### src/rtl/traffic_light_pkg.sv
// Shared definitions for the traffic light controller and its safety monitor:
// phase encoding, fault causes, monitor states and the legal phase order.
package traffic_light_pkg;

  typedef enum logic [1:0] {
    PH_IDLE   = 2'd0,
    PH_RED    = 2'd1,
    PH_GREEN  = 2'd2,
    PH_YELLOW = 2'd3
  } phase_t;

  typedef enum logic [2:0] {
    FC_NONE        = 3'd0,
    FC_ILLEGAL_ENC = 3'd1,
    FC_BAD_TRANS   = 3'd2,
    FC_DWELL_SHORT = 3'd3,
    FC_DWELL_LONG  = 3'd4
  } fault_code_t;

  typedef enum logic [1:0] {
    ST_TRACK  = 2'd0,
    ST_FAULT  = 2'd1,
    ST_RESYNC = 2'd2
  } mon_state_t;

  localparam int IDLE_CYCLES_DEF   = 32;
  localparam int GREEN_CYCLES_DEF  = 20;
  localparam int YELLOW_CYCLES_DEF = 7;
  localparam int RED_CYCLES_DEF    = 1;

  function automatic phase_t next_phase(input phase_t ph);
    case (ph)
      PH_IDLE:   return PH_GREEN;
      PH_GREEN:  return PH_YELLOW;
      PH_YELLOW: return PH_RED;
      default:   return PH_IDLE;
    endcase
  endfunction

endpackage

### src/rtl/traffic_light_monitor_if.sv
// Lamp request / lamp drive bundle between the controller side and the monitor.
interface traffic_light_monitor_if;
  logic        enable;
  logic        red_in;
  logic        yellow_in;
  logic        green_in;
  logic        fault_clear;
  logic        lamp_red;
  logic        lamp_yellow;
  logic        lamp_green;
  logic        fault;
  logic [2:0]  fault_code;
  logic [15:0] seq_count;

  modport master (
    output enable, red_in, yellow_in, green_in, fault_clear,
    input  lamp_red, lamp_yellow, lamp_green, fault, fault_code, seq_count
  );

  modport slave (
    input  enable, red_in, yellow_in, green_in, fault_clear,
    output lamp_red, lamp_yellow, lamp_green, fault, fault_code, seq_count
  );
endinterface

### src/rtl/fault_blinker.sv
// Flashing-yellow generator: restarts "on" at fault entry, then toggles every
// BLINK_HALF cycles while the monitor stays in FAULT.
module fault_blinker #(
  parameter int BLINK_HALF = 16
) (
  input  logic clk,
  input  logic reset,
  input  logic start,
  input  logic run,
  output logic blink
);
  localparam int CW = $clog2(BLINK_HALF + 1);

  logic [CW-1:0] cnt;

  always_ff @(posedge clk) begin
    if (reset) begin
      cnt   <= '0;
      blink <= 1'b0;
    end else if (start) begin
      cnt   <= '0;
      blink <= 1'b1;
    end else if (run) begin
      if (cnt == CW'(BLINK_HALF - 1)) begin
        cnt   <= '0;
        blink <= ~blink;
      end else begin
        cnt <= cnt + CW'(1);
      end
    end
  end
endmodule

### src/rtl/traffic_light_monitor.sv
// Safety stage behind the traffic light controller: checks encoding, order and
// dwell of the lamp requests, drives the lamps and latches the first fault.
module traffic_light_monitor
  import traffic_light_pkg::*;
#(
  parameter int IDLE_CYCLES   = IDLE_CYCLES_DEF,
  parameter int GREEN_CYCLES  = GREEN_CYCLES_DEF,
  parameter int YELLOW_CYCLES = YELLOW_CYCLES_DEF,
  parameter int RED_CYCLES    = RED_CYCLES_DEF,
  parameter int BLINK_HALF    = 16,
  parameter int DWELL_W       = 6
) (
  input  logic clk,
  input  logic reset,
  traffic_light_monitor_if.slave bus
);
  mon_state_t   state, state_nxt;
  phase_t       tracked, tracked_nxt, dec;
  logic         illegal;
  logic [DWELL_W-1:0] dwell, dwell_nxt, expected;
  fault_code_t  cause, code;
  logic         seq_inc;
  logic [15:0]  seq;
  logic         red_p1, yellow_p1, green_p1;
  logic         blink;

  always_comb begin
    illegal = 1'b0;
    dec     = PH_IDLE;
    case ({bus.red_in, bus.yellow_in, bus.green_in})
      3'b000:  dec = PH_IDLE;
      3'b100:  dec = PH_RED;
      3'b010:  dec = PH_YELLOW;
      3'b001:  dec = PH_GREEN;
      default: illegal = 1'b1;
    endcase
  end

  always_comb begin
    case (tracked)
      PH_IDLE:   expected = DWELL_W'(IDLE_CYCLES);
      PH_GREEN:  expected = DWELL_W'(GREEN_CYCLES);
      PH_YELLOW: expected = DWELL_W'(YELLOW_CYCLES);
      default:   expected = DWELL_W'(RED_CYCLES);
    endcase
  end

  always_comb begin
    state_nxt   = state;
    tracked_nxt = tracked;
    dwell_nxt   = dwell;
    cause       = FC_NONE;
    seq_inc     = 1'b0;
    case (state)
      ST_TRACK: begin
        if (illegal) begin
          cause = FC_ILLEGAL_ENC;
        end else if (dec != tracked) begin
          if (dec != next_phase(tracked)) begin
            cause = FC_BAD_TRANS;
          end else if (dwell < expected) begin
            cause = FC_DWELL_SHORT;
          end else begin
            tracked_nxt = dec;
            dwell_nxt   = bus.enable ? DWELL_W'(1) : '0;
            seq_inc     = (tracked == PH_RED);
          end
        end else if (bus.enable) begin
          if (dwell == expected) cause = FC_DWELL_LONG;
          else                   dwell_nxt = dwell + DWELL_W'(1);
        end
        if (cause != FC_NONE) state_nxt = ST_FAULT;
      end
      ST_FAULT: begin
        // A clear overrides whatever violation is present in the same cycle.
        if (bus.fault_clear) begin
          state_nxt = ST_RESYNC;
          if (!illegal) tracked_nxt = dec;
        end
      end
      ST_RESYNC: begin
        if (illegal) begin
          cause     = FC_ILLEGAL_ENC;
          state_nxt = ST_FAULT;
        end else begin
          tracked_nxt = dec;
          if (dec != tracked && dec == next_phase(tracked)) begin
            state_nxt = ST_TRACK;
            dwell_nxt = bus.enable ? DWELL_W'(1) : '0;
          end
        end
      end
      default: state_nxt = ST_TRACK;
    endcase
  end

  always_ff @(posedge clk) begin
    if (reset) begin
      state     <= ST_TRACK;
      tracked   <= PH_IDLE;
      dwell     <= '0;
      code      <= FC_NONE;
      seq       <= '0;
      red_p1    <= 1'b0;
      yellow_p1 <= 1'b0;
      green_p1  <= 1'b0;
    end else begin
      state     <= state_nxt;
      tracked   <= tracked_nxt;
      dwell     <= dwell_nxt;
      red_p1    <= bus.red_in;
      yellow_p1 <= bus.yellow_in;
      green_p1  <= bus.green_in;
      if (state != ST_FAULT && state_nxt == ST_FAULT) code <= cause;
      else if (state_nxt != ST_FAULT)                 code <= FC_NONE;
      if (seq_inc && seq != 16'hFFFF) seq <= seq + 16'd1;
    end
  end

  fault_blinker #(.BLINK_HALF(BLINK_HALF)) u_blinker (
    .clk   (clk),
    .reset (reset),
    .start (state != ST_FAULT && state_nxt == ST_FAULT),
    .run   (state == ST_FAULT),
    .blink (blink)
  );

  assign bus.fault       = (state == ST_FAULT);
  assign bus.fault_code  = code;
  assign bus.seq_count   = seq;
  assign bus.lamp_red    = (state == ST_FAULT) ? 1'b0  : red_p1;
  assign bus.lamp_green  = (state == ST_FAULT) ? 1'b0  : green_p1;
  assign bus.lamp_yellow = (state == ST_FAULT) ? blink : yellow_p1;
endmodule
### src/flat_wrapper.sv
// flat-port wrapper written by rule: the top's interface ports become plain ports
module traffic_light_monitor_flat import traffic_light_pkg::*;
#(
  parameter int IDLE_CYCLES   = IDLE_CYCLES_DEF,
  parameter int GREEN_CYCLES  = GREEN_CYCLES_DEF,
  parameter int YELLOW_CYCLES = YELLOW_CYCLES_DEF,
  parameter int RED_CYCLES    = RED_CYCLES_DEF,
  parameter int BLINK_HALF    = 16,
  parameter int DWELL_W       = 6
)
  (clk, reset, bus_enable, bus_red_in, bus_yellow_in, bus_green_in, bus_fault_clear, bus_lamp_red, bus_lamp_yellow, bus_lamp_green, bus_fault, bus_fault_code, bus_seq_count);
  traffic_light_monitor_if bus_i ();
  input  logic clk;
  input  logic reset;
  input wire logic [$bits(bus_i.enable)-1:0] bus_enable;
  input wire logic [$bits(bus_i.red_in)-1:0] bus_red_in;
  input wire logic [$bits(bus_i.yellow_in)-1:0] bus_yellow_in;
  input wire logic [$bits(bus_i.green_in)-1:0] bus_green_in;
  input wire logic [$bits(bus_i.fault_clear)-1:0] bus_fault_clear;
  output wire logic [$bits(bus_i.lamp_red)-1:0] bus_lamp_red;
  output wire logic [$bits(bus_i.lamp_yellow)-1:0] bus_lamp_yellow;
  output wire logic [$bits(bus_i.lamp_green)-1:0] bus_lamp_green;
  output wire logic [$bits(bus_i.fault)-1:0] bus_fault;
  output wire logic [$bits(bus_i.fault_code)-1:0] bus_fault_code;
  output wire logic [$bits(bus_i.seq_count)-1:0] bus_seq_count;
  assign bus_i.enable = bus_enable;
  assign bus_i.red_in = bus_red_in;
  assign bus_i.yellow_in = bus_yellow_in;
  assign bus_i.green_in = bus_green_in;
  assign bus_i.fault_clear = bus_fault_clear;
  assign bus_lamp_red = bus_i.lamp_red;
  assign bus_lamp_yellow = bus_i.lamp_yellow;
  assign bus_lamp_green = bus_i.lamp_green;
  assign bus_fault = bus_i.fault;
  assign bus_fault_code = bus_i.fault_code;
  assign bus_seq_count = bus_i.seq_count;
  traffic_light_monitor #(.IDLE_CYCLES(IDLE_CYCLES), .GREEN_CYCLES(GREEN_CYCLES), .YELLOW_CYCLES(YELLOW_CYCLES), .RED_CYCLES(RED_CYCLES), .BLINK_HALF(BLINK_HALF), .DWELL_W(DWELL_W)) u_core (.clk(clk), .reset(reset), .bus(bus_i));
endmodule
### config.mk
export PLATFORM = sky130hd
export DESIGN_NAME = traffic_light_monitor_flat
export DESIGN_NICKNAME = d
export VERILOG_FILES = /design/src/rtl/traffic_light_pkg.sv /design/src/rtl/traffic_light_monitor_if.sv /design/src/rtl/fault_blinker.sv /design/src/rtl/traffic_light_monitor.sv /design/src/flat_wrapper.sv
export SDC_FILE = /design/constraint.sdc
export NUM_CORES = 1
export LEC_CHECK = 0
export ABC_AREA = 1
export CORE_AREA = 5 5 69 71
export CTS_CLUSTER_SIZE = 12
export DETAILED_ROUTE_END_ITERATION = 10
export DIE_AREA = 0 0 74 76
export HOLD_SLACK_MARGIN = 0.03
export PLACE_DENSITY = 0.93
export SETUP_SLACK_MARGIN = 0.05
export SYNTH_ARGS = -nofsm -noshare
export SYNTH_HDL_FRONTEND = slang
export SYNTH_SLANG_ARGS = --single-unit
### constraint.sdc
create_clock -name clk -period 3.1 [get_ports clk]
set_clock_uncertainty 0.05 [all_clocks]
set_input_delay 0.775 -clock clk [delete_from_list [all_inputs] [get_ports clk]]
set_output_delay 0.775 -clock clk [all_outputs]
set_load 0.005 [all_outputs]
==> results.toml <==
[die]
core_um2 = 4170
pin_count = 30
design.die.area_um2 = 5620
die_height_um = 76
start_util_pct = 55.1
die_outline_width_um = 74
placement_rows = 24

[cells_and_area]
diodes = 0
layout.cells.non_filler = 416
syn_to_final_growth_pct = 19.0
nets = 382
drive_above_1_share_pct = 9.89

[critical_path]
worst-r2r-cell-count = 15
worstPathCellList = "inv_1 > ha_2 > inv_1 > nand2_1 > nand2_1 > clkdlybuf4s50_1"
worst_ep_required_time_ns = 2.27
worstPathMaxFanout = 15
crit_path_start_kind = "register"
setup.worst_path.end_class = "output port"
critical_path_buf_inv_count = 3
worst-path-stages = 6
worstSetupPathType = "reg2out"
cp.arrival_ns = 1.94
worst_path_max_delay_cell = "sky130_fd_sc_hd__clkdlybuf4s50_1"
top_family_by_delay_on_critical_path = "buffers and inverters"
slowest_delay_ns = 0.49

[cts]
cts_post_setup_buffers_inserted = 0
number_of_buffers_inserted_during_clock_tree_synthesis = 5
numClockSinks = 38
count_of_cells_resized_by_post_cts_repair = 0
clk-insertion-delay-late_ns = 0.30
clockBufferDepth = 2
tritoncts = "built"
worst_setup_hold_path_clk_slew_ns = 0.07
maximum_level_of_the_cts_h_tree = 2
ctsHoldBuffers = 0
clk_root_buffer_cell = "sky130_fd_sc_hd__clkbuf_8"

[pwr]
power.density_nw_per_um2 = 450
leakage_dissipation_nw = 1.08
total_power_mw = 1.23
vdd_drop_max_v = 0.000243

[route]
drt_pass1_iterations = 4
detail_route.vias_per_cell = 5.44
avgRoutedWirePerCell_um = 13.2
ant_nets = 0
post_detailed_route_drc_marker_count = 0
totalWireLength_um = 5490
vias = 2262
detailedRoute.firstIterationViolations = 226

[synth]
synthDominantAreaCellType = "sky130_fd_sc_hd__dfxtp_1"
synth_fp_nets = 350
synth_cells = 331
ys_ff_latch = 38
synth_area_per_cell_um2 = 6.94
yosys_warnings = 0
syn_area_um2 = 2300
yosys.cell_types.count = 37
synth_top_cells_by_area = "sky130_fd_sc_hd__dfxtp_1 33%, sky130_fd_sc_hd__nand2_1 12%, sky130_fd_sc_hd__ha_1 6.5%"
netlist.area_leader.share_pct = 33.1
synth.yosys.seq_area_share_pct = 33.1

[timing]
finalSetupViolations = 0
finalSetupTns_ns = 0
max_slew_margin_pct = 62.3
min_period_over_period_pct = 89.1
drv_slew = 0
worst_pin_slew_ns = 0.561
max_clock_freq_mhz = 362
count_of_endpoints_failing_hold_in_the_final_timing_report = 0
layout_min_cycle_time_ns = 2.76
grt_setup_unrepaired = "false"

[global_route]
gr-total-overflow = 0
grt_pass1_wl_um = 9520
grt_start_max_net_pins = 24
number_of_antenna_violations_at_the_first_check_in_global_routing = 0
grt_util_all_layers_pct = 20.9
grt_pass1_vias = 2146

[worst_hold_path]
min-delay-path-class = "reg2reg"
holdPathStages = 2

[job]
cap_viol_max_count = 0

[placed_design]
buffer_ports.inserted = 29
hpwl_um = 3940
routabilityCongestion = 0.915
place_inst = 408

[outcome]
status = "finished, final reports clean"
==> cell usage after synthesis, drive strengths merged <==
master and instances:
dfxtp 38, o21a 1, a21boi 1, o21ai 13, nand3 23, a31oi 1
xnor2 7, a22oi 1, nor4 1, a21oi 29, nor3 12, nand3b 1
o21bai 2, inv 38, nand2 82, xor2 6, or2 2, ha 12
a211oi 2, o2111ai 1, o32ai 1, nor2 42, nand4 7, nor3b 1
clkinv 1, buf 2, clkbuf 4
==> power breakdown <==
part / leakage (nW) / internal [mW] / switching, mW
logic: 0.726 / 0.123 / 0.212
registers: 0.308 / 0.516 / 0.0250
clock network: 0.0472 / 0.179 / 0.177
total: 1.08 / 0.817 / 0.414
==> worst min-delay path: cells and delay by family (launching register included) <==
family | cells | cell delay, ns
flip-flops | 1 | 0.31
AND/OR/NAND/NOR | 1 | 0.05
AO/OA/AOI/OAI | 1 | 0.07
==> cell usage in the layout (no fill, tap or decap), types with 3 or more instances in the layout <==
master                            synthesis  final
sky130_fd_sc_hd__a21oi_1                 26     26
sky130_fd_sc_hd__xor2_1                   6      6
sky130_fd_sc_hd__nor2_1                  40     40
sky130_fd_sc_hd__nand3_2                  3      3
sky130_fd_sc_hd__nor3_1                  11     11
sky130_fd_sc_hd__nand2_2                  9      9
sky130_fd_sc_hd__nand2_1                 73     73
sky130_fd_sc_hd__clkbuf_8                 0      6
sky130_fd_sc_hd__xnor2_1                  7      7
sky130_fd_sc_hd__nand3_1                 20     20
sky130_fd_sc_hd__dfxtp_1                 38     38
sky130_fd_sc_hd__ha_1                    12     11
sky130_fd_sc_hd__o21ai_0                 11     11
sky130_fd_sc_hd__clkdlybuf4s50_1          0     29
sky130_fd_sc_hd__nand4_1                  7      7
sky130_fd_sc_hd__inv_1                   36     36
sky130_fd_sc_hd__a21oi_2                  3      3
==> routing by layer <==
layer	GRT usage (%)	vias to the layer above	part of all wire, %
li1	-	1148	-
met1	26.1	1039	44
met2	34.2	63	49
met3	5.54	12	5.4
met4	7.25	0	2.2
met5	0	-	0
==> cell families after synthesis <==
logic type | after synthesis | share of synthesized area [%]
compound gates | 52 | 13.4
xor+xnor | 13 | 4.95
fa+ha+maj | 12 | 6.53
simple gates | 171 | 34.2
flops | 38 | 33.1
buf+inv | 45 | 7.78
==> sequential cells by signal (all words and copies together), names as in the netlist <==
| signal | cells |
|---|---|
| u_core.red_p1 | 1 |
| u_core.u_blinker.blink | 1 |
| u_core.dwell | 6 |
| u_core.green_p1 | 1 |
| u_core.state | 2 |
| u_core.tracked | 2 |
| u_core.bus.seq_count | 16 |
| u_core.yellow_p1 | 1 |
| u_core.u_blinker.cnt | 5 |
| u_core.bus.fault_code | 3 |
==> final cells by class <==
class | count | area, um2
Clock buffer | 6 | 82.6
Clock inverter | 2 | 12.5
Fill cell | 345 | 1440
Inverter | 39 | 148
Multi-Input combinational cell | 248 | 1360
Sequential cell | 38 | 761
Tap cell | 52 | 65.1
Timing Repair Buffer | 31 | 305
==> path summary, 6_finish.rpt <==
path	start	end	slack (ns)
setup / recovery	u_core.state[1]	bus_lamp_yellow	0.34
hold / removal	u_core.u_blinker.cnt[4]	u_core.u_blinker.cnt[4]	0.41
hold reg to reg	u_core.u_blinker.cnt[4]	u_core.u_blinker.cnt[4]	0.41
setup reg to reg	u_core.tracked[1]	u_core.bus.seq_count[10]	0.55
==> stage by stage <==
stage / setup WS [ns] / hold WS, ns / utilization, % / instance area, um2
3_5_place_dp: 0.237 / 0.407 / 63.2 / 2640
3_3_place_gp: 0.330 / 0.393 / 63.2 / 2640
5_1_grt: 0.183 / 0.451 / 65.5 / 2740
4_1_cts: 0.182 / 0.417 / 65.5 / 2730
2_1_floorplan: 1.01 / 0.385 / - / 2300
6_report: 0.339 / 0.415 / 65.5 / 2740
Power figures use the tool's default switching activity.
